--- src/rtl/bundle_cmd_scheduler.sv ---
// bundle_cmd_scheduler
//   Command FIFO and sequencer in front of BundleKernelMapper. Host commands
//   (hva/hvb/hvc/len/mode/tag) are queued and issued one at a time, in order,
//   using the mapper's valid-held-until-done handshake. Every command yields
//   exactly one response pulse carrying its tag and an error flag.
//
//   Optional macro SCHED_TIMEOUT_EN: adds a watchdog that aborts an in-flight
//   command (error response) if k_done has not arrived within TIMEOUT_CLKS
//   clocks of k_valid rising. Without it RUN waits for k_done indefinitely.
//
// Ports
//   clk, reset_n            clock, synchronous active-low reset
//   cmd_valid/cmd_ready     host command handshake
//   cmd_hva/hvb/hvc/len     operand/result base addresses and length
//   cmd_mode, cmd_tag       bundling mode and user tag
//   k_valid, k_vec_length,
//   k_hva/hvb/hvc, k_mode   request to the mapper (held while k_valid=1)
//   k_done                  completion from the mapper
//   rsp_valid/tag/err       one-cycle completion pulse
//   busy                    sequencer active or commands queued
//   fifo_count              queued commands (in-flight command excluded)
module bundle_cmd_scheduler #(
    parameter int HV_ADDRESS_WIDTH       = 5,
    parameter int MAX_HYPERVECTOR_LENGTH = 4,
    parameter int CMD_DEPTH              = 4,
    parameter int TAG_WIDTH              = 4,
    parameter int TIMEOUT_CLKS           = 64
) (
    input  logic                          clk,
    input  logic                          reset_n,
    input  logic                          cmd_valid,
    output logic                          cmd_ready,
    input  logic [HV_ADDRESS_WIDTH-1:0]   cmd_hva,
    input  logic [HV_ADDRESS_WIDTH-1:0]   cmd_hvb,
    input  logic [HV_ADDRESS_WIDTH-1:0]   cmd_hvc,
    input  logic [HV_ADDRESS_WIDTH-1:0]   cmd_len,
    input  logic                          cmd_mode,
    input  logic [TAG_WIDTH-1:0]          cmd_tag,
    output logic                          k_valid,
    output logic [HV_ADDRESS_WIDTH-1:0]   k_vec_length,
    output logic [HV_ADDRESS_WIDTH-1:0]   k_hva,
    output logic [HV_ADDRESS_WIDTH-1:0]   k_hvb,
    output logic [HV_ADDRESS_WIDTH-1:0]   k_hvc,
    output logic                          k_mode,
    input  logic                          k_done,
    output logic                          rsp_valid,
    output logic [TAG_WIDTH-1:0]          rsp_tag,
    output logic                          rsp_err,
    output logic                          busy,
    output logic [$clog2(CMD_DEPTH):0]    fifo_count
);

    localparam int PTR_W = $clog2(CMD_DEPTH);
    localparam int CNT_W = PTR_W + 1;
    localparam logic [HV_ADDRESS_WIDTH-1:0] MAX_LEN = HV_ADDRESS_WIDTH'(MAX_HYPERVECTOR_LENGTH);

    typedef struct packed {
        logic [HV_ADDRESS_WIDTH-1:0] hva;
        logic [HV_ADDRESS_WIDTH-1:0] hvb;
        logic [HV_ADDRESS_WIDTH-1:0] hvc;
        logic [HV_ADDRESS_WIDTH-1:0] len;
        logic                        mode;
        logic [TAG_WIDTH-1:0]        tag;
    } cmd_t;

    typedef enum logic [1:0] {S_IDLE, S_RUN, S_GAP} state_t;

    cmd_t                  fifo_mem_q [CMD_DEPTH];
    cmd_t                  cmd_in;
    cmd_t                  head;
    logic                  head_legal;
    logic                  push;
    logic                  pop;

    logic [PTR_W-1:0]      wr_ptr_q,  wr_ptr_d;
    logic [PTR_W-1:0]      rd_ptr_q,  rd_ptr_d;
    logic [CNT_W-1:0]      count_q,   count_d;
    state_t                state_q,   state_d;
    cmd_t                  kcmd_q,    kcmd_d;    // in-flight command (fields + tag)
    logic                  k_valid_q, k_valid_d;
    logic                  rsp_valid_q, rsp_valid_d;
    logic [TAG_WIDTH-1:0]  rsp_tag_q, rsp_tag_d;
    logic                  rsp_err_q, rsp_err_d;
`ifdef SCHED_TIMEOUT_EN
    localparam int TMO_W = $clog2(TIMEOUT_CLKS + 1);
    logic [TMO_W-1:0]      tmo_q, tmo_d;
`endif

    assign cmd_in     = '{hva: cmd_hva, hvb: cmd_hvb, hvc: cmd_hvc, len: cmd_len,
                          mode: cmd_mode, tag: cmd_tag};
    assign cmd_ready  = (count_q < CNT_W'(CMD_DEPTH));
    assign push       = cmd_valid && cmd_ready;
    assign head       = fifo_mem_q[rd_ptr_q];
    assign head_legal = (head.len != '0) && (head.len <= MAX_LEN);

    always_comb begin
        pop         = 1'b0;
        state_d     = state_q;
        kcmd_d      = kcmd_q;
        k_valid_d   = k_valid_q;
        rsp_valid_d = 1'b0;
        rsp_tag_d   = rsp_tag_q;
        rsp_err_d   = rsp_err_q;
`ifdef SCHED_TIMEOUT_EN
        tmo_d       = tmo_q;
`endif
        case (state_q)
            S_IDLE: begin
                // The head is only visible once its push edge has passed, so
                // there is no same-cycle bypass from cmd_* to k_*.
                if (count_q != '0) begin
                    pop = 1'b1;
                    if (head_legal) begin
                        kcmd_d    = head;
                        k_valid_d = 1'b1;
                        state_d   = S_RUN;
`ifdef SCHED_TIMEOUT_EN
                        tmo_d     = '0;
`endif
                    end else begin
                        // Rejected without touching the mapper interface.
                        rsp_valid_d = 1'b1;
                        rsp_err_d   = 1'b1;
                        rsp_tag_d   = head.tag;
                    end
                end
            end
            S_RUN: begin
                if (k_done) begin
                    k_valid_d   = 1'b0;
                    rsp_valid_d = 1'b1;
                    rsp_tag_d   = kcmd_q.tag;
                    rsp_err_d   = 1'b0;
                    state_d     = S_GAP;
                end
`ifdef SCHED_TIMEOUT_EN
                else if (tmo_q == TMO_W'(TIMEOUT_CLKS - 1)) begin
                    k_valid_d   = 1'b0;
                    rsp_valid_d = 1'b1;
                    rsp_tag_d   = kcmd_q.tag;
                    rsp_err_d   = 1'b1;
                    state_d     = S_GAP;
                end else begin
                    tmo_d = tmo_q + TMO_W'(1);
                end
`endif
            end
            // One cycle with k_valid low so the mapper sees a fresh request.
            S_GAP:   state_d = S_IDLE;
            default: state_d = S_IDLE;
        endcase

        // Pointers wrap naturally: CMD_DEPTH is a power of two.
        wr_ptr_d = push ? wr_ptr_q + PTR_W'(1) : wr_ptr_q;
        rd_ptr_d = pop  ? rd_ptr_q + PTR_W'(1) : rd_ptr_q;
        case ({push, pop})
            2'b10:   count_d = count_q + CNT_W'(1);
            2'b01:   count_d = count_q - CNT_W'(1);
            default: count_d = count_q;
        endcase
    end

    always_ff @(posedge clk) begin
        if (!reset_n) begin
            wr_ptr_q    <= '0;
            rd_ptr_q    <= '0;
            count_q     <= '0;
            state_q     <= S_IDLE;
            kcmd_q      <= '0;
            k_valid_q   <= 1'b0;
            rsp_valid_q <= 1'b0;
            rsp_tag_q   <= '0;
            rsp_err_q   <= 1'b0;
`ifdef SCHED_TIMEOUT_EN
            tmo_q       <= '0;
`endif
        end else begin
            wr_ptr_q    <= wr_ptr_d;
            rd_ptr_q    <= rd_ptr_d;
            count_q     <= count_d;
            state_q     <= state_d;
            kcmd_q      <= kcmd_d;
            k_valid_q   <= k_valid_d;
            rsp_valid_q <= rsp_valid_d;
            rsp_tag_q   <= rsp_tag_d;
            rsp_err_q   <= rsp_err_d;
`ifdef SCHED_TIMEOUT_EN
            tmo_q       <= tmo_d;
`endif
        end
    end

    // Storage needs no reset: entries are only read behind a non-zero count.
    always_ff @(posedge clk) begin
        if (push) fifo_mem_q[wr_ptr_q] <= cmd_in;
    end

    assign k_valid      = k_valid_q;
    assign k_hva        = kcmd_q.hva;
    assign k_hvb        = kcmd_q.hvb;
    assign k_hvc        = kcmd_q.hvc;
    assign k_vec_length = kcmd_q.len;
    assign k_mode       = kcmd_q.mode;
    assign rsp_valid    = rsp_valid_q;
    assign rsp_tag      = rsp_tag_q;
    assign rsp_err      = rsp_err_q;
    assign fifo_count   = count_q;
    assign busy         = (state_q != S_IDLE) || (count_q != '0);

endmodule

--- config.mk ---
export PLATFORM = sky130hd
export DESIGN_NAME = bundle_cmd_scheduler
export DESIGN_NICKNAME = d
export VERILOG_FILES = /design/src/rtl/bundle_cmd_scheduler.sv
export SDC_FILE = /design/constraint.sdc
export NUM_CORES = 1
export LEC_CHECK = 0
export CORE_MARGIN = 4
export CORE_UTILIZATION = 32
export DETAILED_ROUTE_END_ITERATION = 7
export PLACE_DENSITY = 0.52
export REMOVE_ABC_BUFFERS = 1
export SLEW_MARGIN = 20
export SYNTH_ARGS = -nofsm -noshare
export SYNTH_HDL_FRONTEND = slang
export SYNTH_SLANG_ARGS = --single-unit
--- constraint.sdc ---
create_clock -name clk -period 2.9 [get_ports clk]
set_input_delay 0.435 -clock clk [delete_from_list [all_inputs] [get_ports clk]]
set_output_delay 0.435 -clock clk [all_outputs]
set_load 0.01 [all_outputs]
==> impl_metrics.py <==
metrics = {
    "status": {
        "status": "completed",
    },
    "global_route": {
        "grt_pass1_vias": 3161,
        "overflow": 0,
        "antenna_found_initial": 0,
        "grt_pass1_wl_um": 16900,
        "grt_start_max_net_pins": 51,
        "gr-usage-all-layers_pct": 11.4,
    },
    "cts": {
        "cts_root_buf": "clkbuf_16",
        "cts.path.max_buffers": 2,
        "cts_tree": "done",
        "htree_levels": 4,
        "holdBufCountCts": 0,
        "clock_sinks": 143,
        "cts_buffers": 17,
        "clock_latency_ns": 0.41,
        "ctsResizeCount": 0,
        "clk_pin_slew_worst_paths_ns": 0.06,
        "cts_post_setup_buffers_inserted": 0,
    },
    "die": {
        "fp.dieH_um": 141,
        "core_sq_um": 17200,
        "start_util_pct": 32.6,
        "ios": 62,
        "num_rows": 48,
        "dieArea_sq_um": 19700,
        "chipWidth_um": 141,
    },
    "sta": {
        "finClkSkew_ns": 0.00759,
        "max_freq_mhz": 410,
        "finalHoldViolations": 0,
        "timing_worst_slew_pin_value_ns": 0.972,
        "hold_ws_ns": 0.449,
        "setup_viol": 0,
        "slew_headroom_pct": 35.2,
        "rsz0062_at_grt": "false",
        "slew_viol_final": 0,
        "finalCriticalPeriod_ns": 2.44,
        "period_share_pct": 84.0,
    },
    "drt": {
        "drtIter0Drc": 88,
        "vias": 2941,
        "ant_nets": 0,
        "viasPerCell": 4.53,
        "dr.pass1.iters": 4,
        "drc_errors": 0,
        "wire_per_inst_um": 16.2,
        "routed_wl_um": 10500,
    },
    "final_layout": {
        "fillers": 1576,
        "final_common_cell": "edfxtp_1",
        "drive_above_1_share_pct": 16.7,
        "layout_common_cells": "edfxtp_1 (100), clkdlybuf4s50_1 (60), nand2_1 (51)",
        "syn_to_final_growth_pct": 23.4,
        "final_nets": 446,
        "antenna_cells": 0,
    },
    "power_and_ir_drop": {
        "power_mw": 6.50,
        "switching_share_pct": 26.9,
        "p_int_mw": 4.75,
        "ir_drop_uv": 480,
        "power.density_nw_per_um2": 938,
        "p_clk_share_pct": 33.9,
        "power_frac_comb_pct": 26.0,
        "switching_power_mw": 1.75,
        "leakagePower_nw": 2.52,
        "p_seq_share_pct": 40.1,
    },
    "yosys": {
        "postSynthAreaPerCell_sq_um": 15.7,
        "ys_warn_count": 0,
        "synthFlopType": "edfxtp_1",
        "netlist_area_sq_um": 5620,
        "synth_seq_area_share_pct": 68.8,
        "ys_types": 41,
        "ys_seq_elements": 143,
        "synth_edf_count": 100,
        "syn_inst": 357,
        "synthArstFlopShare_pct": 0,
    },
    "place": {
        "dpl.hpwl_um": 6420,
        "gp_congestion": 0.705,
        "portBuffers": 61,
    },
    "setup_path": {
        "path_class": "reg2reg",
        "cp_slowest_stage_delay_ns": 0.70,
        "critPathCaptureType": "flip-flop",
        "ff2ff_path_depth": 5,
        "arrival_ns": 2.78,
        "cp_slowest_cell": "dfxtp_1",
        "required_ns": 3.24,
        "crit_fanout": 27,
        "crit_chain": "mux4_2 > or3_4 > nand3_2 > or2_4 > mux2i_1",
        "worstSetupStartpointType": "flip-flop",
    },
    "flow_run": {
        "drv_cap": 0,
    },
    "min_path": {
        "whs_path_depth": 2,
        "min_path_type": "reg2reg",
    },
}
-- cell usage after synthesis (2+ instances only) --
cell type | n | area share [%]
and2_1 | 10 | 1.1
ha_1 | 5 | 1.1
mux4_2 | 23 | 9.2
nor2b_1 | 5 | 0.56
nor4b_1 | 2 | 0.31
o22ai_1 | 4 | 0.45
xnor2_1 | 3 | 0.47
o21ai_0 | 2 | 0.18
dfxtp_1 | 43 | 15
a21oi_1 | 2 | 0.18
buf_4 | 20 | 2.7
buf_12 | 2 | 0.71
xor2_1 | 2 | 0.31
o211a_1 | 4 | 0.71
inv_1 | 9 | 0.60
nand2_1 | 51 | 3.4
nand2b_1 | 3 | 0.33
clkbuf_1 | 11 | 0.73
and3_1 | 3 | 0.33
edfxtp_1 | 100 | 53
buf_2 | 2 | 0.18
mux2i_1 | 23 | 4.1
nor2_1 | 10 | 0.67
-- power by group through the flow --
stage               registers, mW  logic [mW]  clock network (mW)
finish                       2.61        1.69                2.21
global route                 2.64        1.86                2.37
CTS                          2.62        1.72                2.27
detailed placement           2.66        1.71                   0
global placement             2.64        1.68                   0
floorplan                    2.75       0.976                   0
-- routing by layer --
| metal | up-vias | global-route usage, % | wire length [um] |
|---|---|---|---|
| met5 | - | 0 | 0 |
| li1 | 1392 | - | - |
| met3 | 12 | 4.10 | 610 |
| met4 | 0 | 4.74 | 154 |
| met1 | 1479 | 13.5 | 4570 |
| met2 | 58 | 18.8 | 5190 |
-- area by class of cell --
cell class | count | area [sq um] | share of cell area (%)
sequential | 143 | 3860 | 55.7
tap | 225 | 282 | 4.06
inverter | 9 | 33.8 | 0.487
multi-input combinational | 168 | 1450 | 21.0
timing repair buffer | 72 | 688 | 9.93
clock inverter | 10 | 136 | 1.97
clock buffer | 22 | 474 | 6.84
-- flip-flops by register name (all words and copies together) (netlist names), named ones only --
name and flops:
state_q 2, k_hvc 5, rsp_valid 1, kcmd_q 4, rd_ptr_q 2, fifo_count 3
k_hvb 5, rsp_err 1, rsp_tag 4, k_hva 5, k_vec_length 5, k_mode 1
k_valid 1, fifo_mem_q 100, wr_ptr_q 2
-- per-stage QoR --
stage	instance area [sq um]	setup WS, ns	utilization, %	std cells	setup TNS [ns]
after floorplan	5350	-0.0303	-	320	-0.710
after global placement	6320	0.499	36.7	617	0
after detailed placement	6320	0.449	36.7	617	0
after CTS	6930	0.401	40.2	649	0
after global routing	6930	0.316	40.2	649	0
final	6930	0.463	40.2	649	0
-- worst max-delay path, delay by kind of cell (launching register included) --
family / cells / cell delay, ns
flops: 1 / 0.70
simple gates: 3 / 0.96
mux: 2 / 0.69
-- cells by family (layout without fill, tap and decap cells) --
group / Yosys count / after routing / share of synthesized area, %
mux: 46 / 46 / 13.3
buf+inv: 46 / 113 / 5.37
flops: 143 / 143 / 68.8
fa+ha+maj: 6 / 6 / 1.47
xor+xnor: 5 / 5 / 0.779
simple gates: 93 / 93 / 7.99
compound gates: 18 / 18 / 2.32
-- path summary, 6_finish.rpt --
check,from,to,slack [ns]
max,flip-flop,k_hvb[1],0.46
max reg2reg,flip-flop,k_hvb[1],0.46
min reg2reg,k_valid,k_valid,0.45
min,k_valid,k_valid,0.45
(Power assumes the default switching activity.)
